===== config.mk =====
export PLATFORM = sky130hd
export DESIGN_NAME = doorlock_access_ctrl
export DESIGN_NICKNAME = d
export VERILOG_FILES = /design/src/rtl/doorlock_pkg.sv /design/src/rtl/dl_down_timer.sv /design/src/rtl/doorlock_access_ctrl.sv
export SDC_FILE = /design/constraint.sdc
export NUM_CORES = 1
export LEC_CHECK = 0
export CAP_MARGIN = 20
export CORE_ASPECT_RATIO = 1.5
export CORE_MARGIN = 2
export CORE_UTILIZATION = 30
export DETAILED_ROUTE_END_ITERATION = 10
export PLACE_DENSITY = 0.56
export SLEW_MARGIN = 20
export SYNTH_ARGS = -nofsm -noshare
export SYNTH_HDL_FRONTEND = slang
export SYNTH_SLANG_ARGS = --single-unit

===== constraint.sdc =====
create_clock -name clk -period 2.13 [get_ports clk]
set_input_delay 0.426 -clock clk [delete_from_list [all_inputs] [get_ports clk]]
set_output_delay 0.426 -clock clk [all_outputs]
set_load 0.02 [all_outputs]

===== src/rtl/doorlock_pkg.sv =====
// Purpose: shared state encoding and default timing constants for the door-lock sequencer.
// Latency: n/a (types and constants only).
// Backpressure: n/a.
package doorlock_pkg;

    typedef enum logic [1:0] {
        ST_IDLE    = 2'd0,
        ST_UNLOCK  = 2'd1,
        ST_LOCKOUT = 2'd2
    } state_e;

    localparam int OPEN_CYC_DEF = 20;  // unlock hold after door closed / never opened
    localparam int LOCK_CYC_DEF = 50;  // lockout duration
    localparam int BEEP_CYC_DEF = 4;   // alarm beep on a non-final failure
    localparam int MAX_FAIL_DEF = 3;   // consecutive failures before lockout (1..7)
    localparam int TMR_W_DEF    = 16;  // shared down-counter width

endpackage


===== src/rtl/dl_down_timer.sv =====
// Purpose: loadable down-counter that stops at zero and flags when it is there.
// Latency: load/decrement visible one cycle after the edge that samples them.
// Backpressure: none; load wins over enable, enable at zero holds zero.
//
// Ports: clk/rst (sync, active-high), load + load_val, en (decrement),
//        zero (current count is zero).
module dl_down_timer #(
    parameter int W = 16
) (
    input  logic         clk,
    input  logic         rst,
    input  logic         load,
    input  logic [W-1:0] load_val,
    input  logic         en,
    output logic         zero
);

    logic [W-1:0] cnt_q;
    logic [W-1:0] cnt_d;

    always_comb begin
        cnt_d = cnt_q;
        if (load) begin
            cnt_d = load_val;
        end else if (en && (cnt_q != '0)) begin
            cnt_d = cnt_q - W'(1);
        end
    end

    always_ff @(posedge clk) begin
        if (rst) begin
            cnt_q <= '0;
        end else begin
            cnt_q <= cnt_d;
        end
    end

    assign zero = (cnt_q == '0);

endmodule


===== src/rtl/doorlock_access_ctrl.sv =====
// Purpose: sequences lock actuator, alarm and keypad enable from password-check pulses.
// Latency: all outputs registered, reflecting an input pulse one cycle later.
// Backpressure: none upstream; key_en low tells the core to stop taking keypad entry.
//
// Ports: clk, rst (sync, active-high); chk_ok/chk_fail/set_done one-cycle pulses from
//        the core; door_open sensor; unlock, alarm, key_en, lockout, fail_cnt[2:0] out.
module doorlock_access_ctrl
    import doorlock_pkg::*;
#(
    parameter int OPEN_CYC = OPEN_CYC_DEF,
    parameter int LOCK_CYC = LOCK_CYC_DEF,
    parameter int BEEP_CYC = BEEP_CYC_DEF,
    parameter int MAX_FAIL = MAX_FAIL_DEF,
    parameter int TMR_W    = TMR_W_DEF
) (
    input  logic       clk,
    input  logic       rst,
    input  logic       chk_ok,
    input  logic       chk_fail,
    input  logic       set_done,
    input  logic       door_open,
    output logic       unlock,
    output logic       alarm,
    output logic       key_en,
    output logic       lockout,
    output logic [2:0] fail_cnt
);

    state_e      state_q, state_d;
    logic [2:0]  fail_cnt_q, fail_cnt_d;
    logic        unlock_q, unlock_d;
    logic        alarm_q, alarm_d;
    logic        key_en_q, key_en_d;
    logic        lockout_q, lockout_d;

    logic [3:0]       fail_inc;
    logic             tmr_load, tmr_en, tmr_zero;
    logic [TMR_W-1:0] tmr_val;
    logic             beep_load, beep_start, beep_zero;
    logic [TMR_W-1:0] beep_val;

    assign fail_inc = {1'b0, fail_cnt_q} + 4'd1;

    // The beep counter holds "remaining cycles - 1" while alarm_q is set, so the
    // registered alarm drops on the edge that finds the counter already at zero.
    assign beep_val = beep_start ? TMR_W'(BEEP_CYC - 1) : '0;

    always_comb begin
        state_d    = state_q;
        fail_cnt_d = fail_cnt_q;
        tmr_load   = 1'b0;
        tmr_val    = '0;
        tmr_en     = 1'b0;
        beep_load  = 1'b0;
        beep_start = 1'b0;

        unique case (state_q)
            ST_IDLE: begin
                // chk_fail outranks chk_ok, and any chk pulse outranks set_done.
                if (chk_fail) begin
                    if (fail_inc >= 4'(MAX_FAIL)) begin
                        state_d    = ST_LOCKOUT;
                        fail_cnt_d = 3'(MAX_FAIL);
                        tmr_load   = 1'b1;
                        tmr_val    = TMR_W'(LOCK_CYC - 1);
                        beep_load  = 1'b1;
                    end else begin
                        fail_cnt_d = fail_inc[2:0];
                        beep_load  = 1'b1;
                        beep_start = 1'b1;
                    end
                end else if (chk_ok) begin
                    state_d    = ST_UNLOCK;
                    fail_cnt_d = '0;
                    tmr_load   = 1'b1;
                    tmr_val    = TMR_W'(OPEN_CYC - 1);
                    beep_load  = 1'b1;
                end else if (set_done) begin
                    fail_cnt_d = '0;
                end
            end
            ST_UNLOCK: begin
                // An open door keeps re-arming the full hold window.
                if (door_open) begin
                    tmr_load = 1'b1;
                    tmr_val  = TMR_W'(OPEN_CYC - 1);
                end else if (tmr_zero) begin
                    state_d = ST_IDLE;
                end else begin
                    tmr_en = 1'b1;
                end
            end
            ST_LOCKOUT: begin
                if (tmr_zero) begin
                    state_d    = ST_IDLE;
                    fail_cnt_d = '0;
                end else begin
                    tmr_en = 1'b1;
                end
            end
            default: begin
                state_d = ST_IDLE;
            end
        endcase

        unlock_d  = (state_d == ST_UNLOCK);
        lockout_d = (state_d == ST_LOCKOUT);
        key_en_d  = (state_d == ST_IDLE);
        alarm_d   = lockout_d || beep_start ||
                    ((state_q == ST_IDLE) && (state_d == ST_IDLE) && alarm_q && !beep_zero);
    end

    always_ff @(posedge clk) begin
        if (rst) begin
            state_q    <= ST_IDLE;
            fail_cnt_q <= '0;
            unlock_q   <= 1'b0;
            alarm_q    <= 1'b0;
            key_en_q   <= 1'b1;
            lockout_q  <= 1'b0;
        end else begin
            state_q    <= state_d;
            fail_cnt_q <= fail_cnt_d;
            unlock_q   <= unlock_d;
            alarm_q    <= alarm_d;
            key_en_q   <= key_en_d;
            lockout_q  <= lockout_d;
        end
    end

    dl_down_timer #(.W(TMR_W)) u_main_tmr (
        .clk      (clk),
        .rst      (rst),
        .load     (tmr_load),
        .load_val (tmr_val),
        .en       (tmr_en),
        .zero     (tmr_zero)
    );

    dl_down_timer #(.W(TMR_W)) u_beep_tmr (
        .clk      (clk),
        .rst      (rst),
        .load     (beep_load),
        .load_val (beep_val),
        .en       (1'b1),
        .zero     (beep_zero)
    );

    assign unlock   = unlock_q;
    assign alarm    = alarm_q;
    assign key_en   = key_en_q;
    assign lockout  = lockout_q;
    assign fail_cnt = fail_cnt_q;

endmodule

* After elaboration in Yosys (flattened, before gate mapping) *
Index checks and enable logic that the tools add are counted.

cells by class
  order comparisons = 1
  eq/ne operators = 6
  reduce and logical (&&, ||, !) cells = 17
  add/sub/neg operators = 3
  mux-type cells = 35

operator list
  operator                                                                             count
  16-bit two-way mux                                                                   5
  16-bit logical NOT                                                                   2
  16-bit case mux with 2 select lines                                                  1
  16-bit nonzero test                                                                  2
  16-bit by 1-bit subtractor with 16-bit output, second input constant                 2
  3-bit two-way mux                                                                    5
  2-bit two-way mux                                                                    6
  1-bit two-way mux                                                                    11
  5-bit two-way mux                                                                    2
  6-bit two-way mux                                                                    1
  2-bit case mux with 3 select lines                                                   1
  3-bit case mux with 2 select lines                                                   1
  2-bit nonzero test                                                                   3
  3-bit by 1-bit adder with 4-bit output, second input constant                        1
  2-bit by 1-bit == test with 1-bit output, second input constant                      2
  2-bit == test, second input constant                                                 2
  4-bit by 2-bit greater-or-equal comparator with 1-bit output, second input constant  1
  1-bit logical AND                                                                    4
  2-bit logical NOT                                                                    2
  4-bit inequality test, second input constant                                         1
  1-bit case mux with 2 select lines                                                   2
  3-bit AND reduction                                                                  1
  1-bit logical OR                                                                     2
  2-bit inequality test, second input constant                                         1
  1-bit logical NOT                                                                    1

word-level totals
  input bits = 6
  output and inout port bits = 7
  logic and storage cells = 70
  bits in registers = 41

* Longest topological paths before layout *
  word-level depth = 10
  gate-level depth with buffers = 8

* Hierarchy *
From an unflattened synthesis, not the netlist that was laid out.

second synthesis, totals
  cell total of the unflattened synthesis = 308
  area, all modules = 2529.9 um2

by module, submodules not included
  module                instances  cells each  seq. area each (um2)  area an instance (um2)
  dl_down_timer         2          114         320.3                 944.7
  doorlock_access_ctrl  1          80          180.2                 640.6

* Worst setup path after synthesis *
Ideal clock, no wire load.

  kind = register to register
  start point = reg u_main_tmr.cnt_q[0]
  end point = reg fail_cnt_q[0], in the netlist fail_cnt[0]
  cell stages (with the launch flop) = 9
  data required time = 2.002 ns
  clock period less this slack = 2.154 ns
  library setup time = 0.128 ns
  buffers on the path = 1
  path slack = -0.024 ns
  data arrival time = 2.026 ns
  cells stage by stage = dfxtp_1 -> inv_1 -> ha_1 -> or3b_2 -> or4_4 -> buf_6 -> a21oi_4 -> mux2i_1 -> nor2_1

on the way
  word-level cells in the longest chain between the ends = 3

RTL lines
  what                                    RTL line                     RTL
  start: declaration                      dl_down_timer.sv:18          logic [W-1:0] cnt_q;
  start signal: assignment                dl_down_timer.sv:34          cnt_q <= cnt_d;
  16-bit logical NOT                      dl_down_timer.sv:38          assign zero = (cnt_q == '0);
  2-bit inequality test (no source line)  --
  3-bit AND reduction (no source line)    --
  end signal: assignment                  doorlock_access_ctrl.sv:123  fail_cnt_q <= fail_cnt_d;
  end: declaration                        doorlock_access_ctrl.sv:30   logic [2:0] fail_cnt_q, fail_cnt_d;

No other way between the ends.
A chain may end at the register's enable or synchronous reset.

* Final worst setup path *
  start point = reg u_main_tmr.cnt_q[0]
  end point = reg u_main_tmr.cnt_q[15]

on the way
  word-level cells in the longest chain between the ends = 6

RTL lines
  what
  parallel branches: the longest is 6 deep, another holds 16-bit by 1-bit subtractor with 16-bit output

Several ways; the timed one is not identified. The select of a mux whose other input is x is not followed.

==> impl_metrics.ini <==
[timing]
worst_pin_slew_ns = 0.547
final-hold-violation-count = 0
whs_ns = 0.475
rsz0062_at_grt = yes
layout_min_cycle_time_ns = 2.11
setup_viol = 0
skew_ns = 0.00457
slew_violations = 0
setup_slack_ns = 0.0158
fmax_mhz = 473
timing.final.crit_share_pct = 99.3
slew_headroom_pct = 62.6

[floorplan]
dieWidth_microns = 74.0
core-area_sq_mm = 0.00718
rows = 38
top_level_ports = 13
die_h_microns = 109
dieArea_sq_mm = 0.00806
start_util_pct = 30.7

[placed_design]
place_hpwl_microns = 4010
io_buffers = 12
gp_congestion = 0.864
post-place-ws_ns = -0.0114

[critical_path]
cp_data_required_time_ns = 2.31
rrSetupSlack_ns = 0.02
end_kind = flop
critPathKind = reg2reg
critPathArrivalTime_ns = 2.30
critPathMaxFanout = 7
critPathLaunchType = flop

[clock_tree]
h-tree-depth = 2
clkSinkCount = 41
hold_buffers = 0
cts.reportedPaths.clkPinSlew_ns = 0.08
clock_latency_ns = 0.29
cts_buffer_depth = 2
cts_made_buffers = 5
cts_tree = yes
cts-root-buf = clkbuf_8

[route]
drcViolationCount = 0
drt_iter0_drc = 91
antenna_left = 0
dr.pass1.iters = 4
via_per_inst = 5.04
wl_microns = 5270
wl_per_cell_microns = 12.9
dr_total_vias = 2055

[finish]
area_growth_pct = 29.0
antennaDiodeCount = 0
n_fill_cell = 755
layout.nets = 321
drive_gt1_share_pct = 20.8

[logic_synthesis]
synth-main-ff-cell = dfxtp_1
yosys.area.top_type_share_pct = 37.3
synth_most_common_cell = dfxtp_1
synth_edf_count = 0
ys_top_cells_by_count = 41 x dfxtp_1, 36 x nor2_1, 17 x a21oi_1
synth_top_cells_by_area = dfxtp_1 37%, nor2_1 6.1%, ha_1 4.5%
synth_cells = 262
synth_seq_area_share_pct = 37.3
synth.avg_cell_area_sq_um = 8.41
synth_area_sq_mm = 0.00220
yosysWarnings = 0
synth_top_cell_by_area = dfxtp_1
ys_ff_latch = 41
synth_nets = 276
synth.distinct_cells = 54
synthArstFlopShare_pct = 0

[global_routing]
grt_pass1_vias = 1940
grt_usage_pct = 13.8
grt_pass1_wl_microns = 8720
grt_max_degree = 14
antenna_found_initial = 0
gr-total-overflow = 0

[power_and_ir_drop]
finalPower_mw = 3.49
p_per_area_mw_per_mm2 = 1230
max-vdd-ir-drop_mv = 0.428
leakagePower_nw = 1.11

[worst_hold_path]
min_path_type = reg2reg

[flow_run]
drv_cap = 0

[status]
status = completed
-- per-layer routing --
layer / wire [microns] / GRT usage [%] / vias to the layer above
li1: - / - / 1049
met1: 2140 / 14.7 / 969
met2: 2870 / 25.8 / 27
met3: 161 / 2.87 / 10
met4: 98 / 5.58 / 0
met5: 0 / 0 / -
-- per-stage QoR --
| step | instances | cell area [sq um] | util (%) | setup TNS, ns |
|---|---|---|---|---|
| 3_5_place_dp | 397 | 2650 | 36.9 | -0.0172 |
| 5_1_grt | 408 | 2840 | 39.6 | -0.541 |
| 4_1_cts | 405 | 2770 | 38.6 | -0.0202 |
| 3_3_place_gp | 397 | 2650 | 36.9 | 0 |
| 6_report | 408 | 2840 | 39.6 | 0 |
| 2_1_floorplan | 262 | 2210 | - | 0 |
-- power breakdown --
group / total (mW) / internal, mW / switching, mW
registers: 1.04 / 0.907 / 0.134
logic: 1.79 / 0.825 / 0.963
clock network: 0.663 / 0.381 / 0.282
total: 3.49 / 2.11 / 1.38
-- cells by family after synthesis --
family	after synthesis	share of synthesized area [%]
and+or+nand+nor	105	25.9
AOI/OAI and AO/OA	66	20.3
DFF	41	37.3
buffers and inverters	23	4.32
xor gates and xnor gates	17	6.76
adders and majority gates	8	4.54
muxes	2	0.909
-- area by class of cell --
cell class | instances | area (sq um) | share of cell area [%]
clock buffers | 6 | 82.6 | 2.90
clock inverters | 2 | 37.5 | 1.32
inverters | 14 | 52.6 | 1.85
multi-input cells | 199 | 1340 | 47.2
flip-flops and latches | 41 | 825 | 29.0
well taps | 100 | 125 | 4.40
repair buffers | 46 | 379 | 13.3
-- registers in the layout (all words and copies together) (netlist names) --
name              flops
u_beep_tmr.cnt_q     16
u_main_tmr.cnt_q     16
fail_cnt              3
state_q               2
alarm                 1
key_en                1
lockout               1
unlock                1
-- path summary, 6_finish.rpt --
path | from | endpoint | cells after the start
setup / recovery | u_main_tmr.cnt_q[0] | u_main_tmr.cnt_q[15] | 7
hold / removal | u_beep_tmr.cnt_q[11] | u_beep_tmr.cnt_q[11] | 2
setup reg to reg | u_main_tmr.cnt_q[0] | u_main_tmr.cnt_q[15] | 7
hold reg to reg | u_beep_tmr.cnt_q[11] | u_beep_tmr.cnt_q[11] | 2
-- timing repair --
item | 4_1_cts | 5_1_grt
gates cloned | 0 | 1
endpoints found under the setup margin | 4 | 17
buffers inserted | 0 | 2
pin swaps | 0 | 6
gates resized for setup | 0 | 17
-- critical path, cell delays in order (launching register included) --
cell,delay (ns)
dfxtp_2,0.33
inv_2,0.09
ha_4,0.13
or3b_4,0.38
or4_4,0.60
nand4_1,0.26
or4_1,0.16
a21oi_1,0.05
-- cell usage in the layout, fill, tap and decap left out, drive strengths merged, types with 10 or more instances in the layout --
master,synthesis,routed
a21oi,18,18
buf,2,34
clkdlybuf4s50,0,12
dfxtp,41,41
inv,14,14
nand3,10,10
nor2,36,36
o21ai,11,11
xor2,10,10
(Power assumes the default switching activity.)
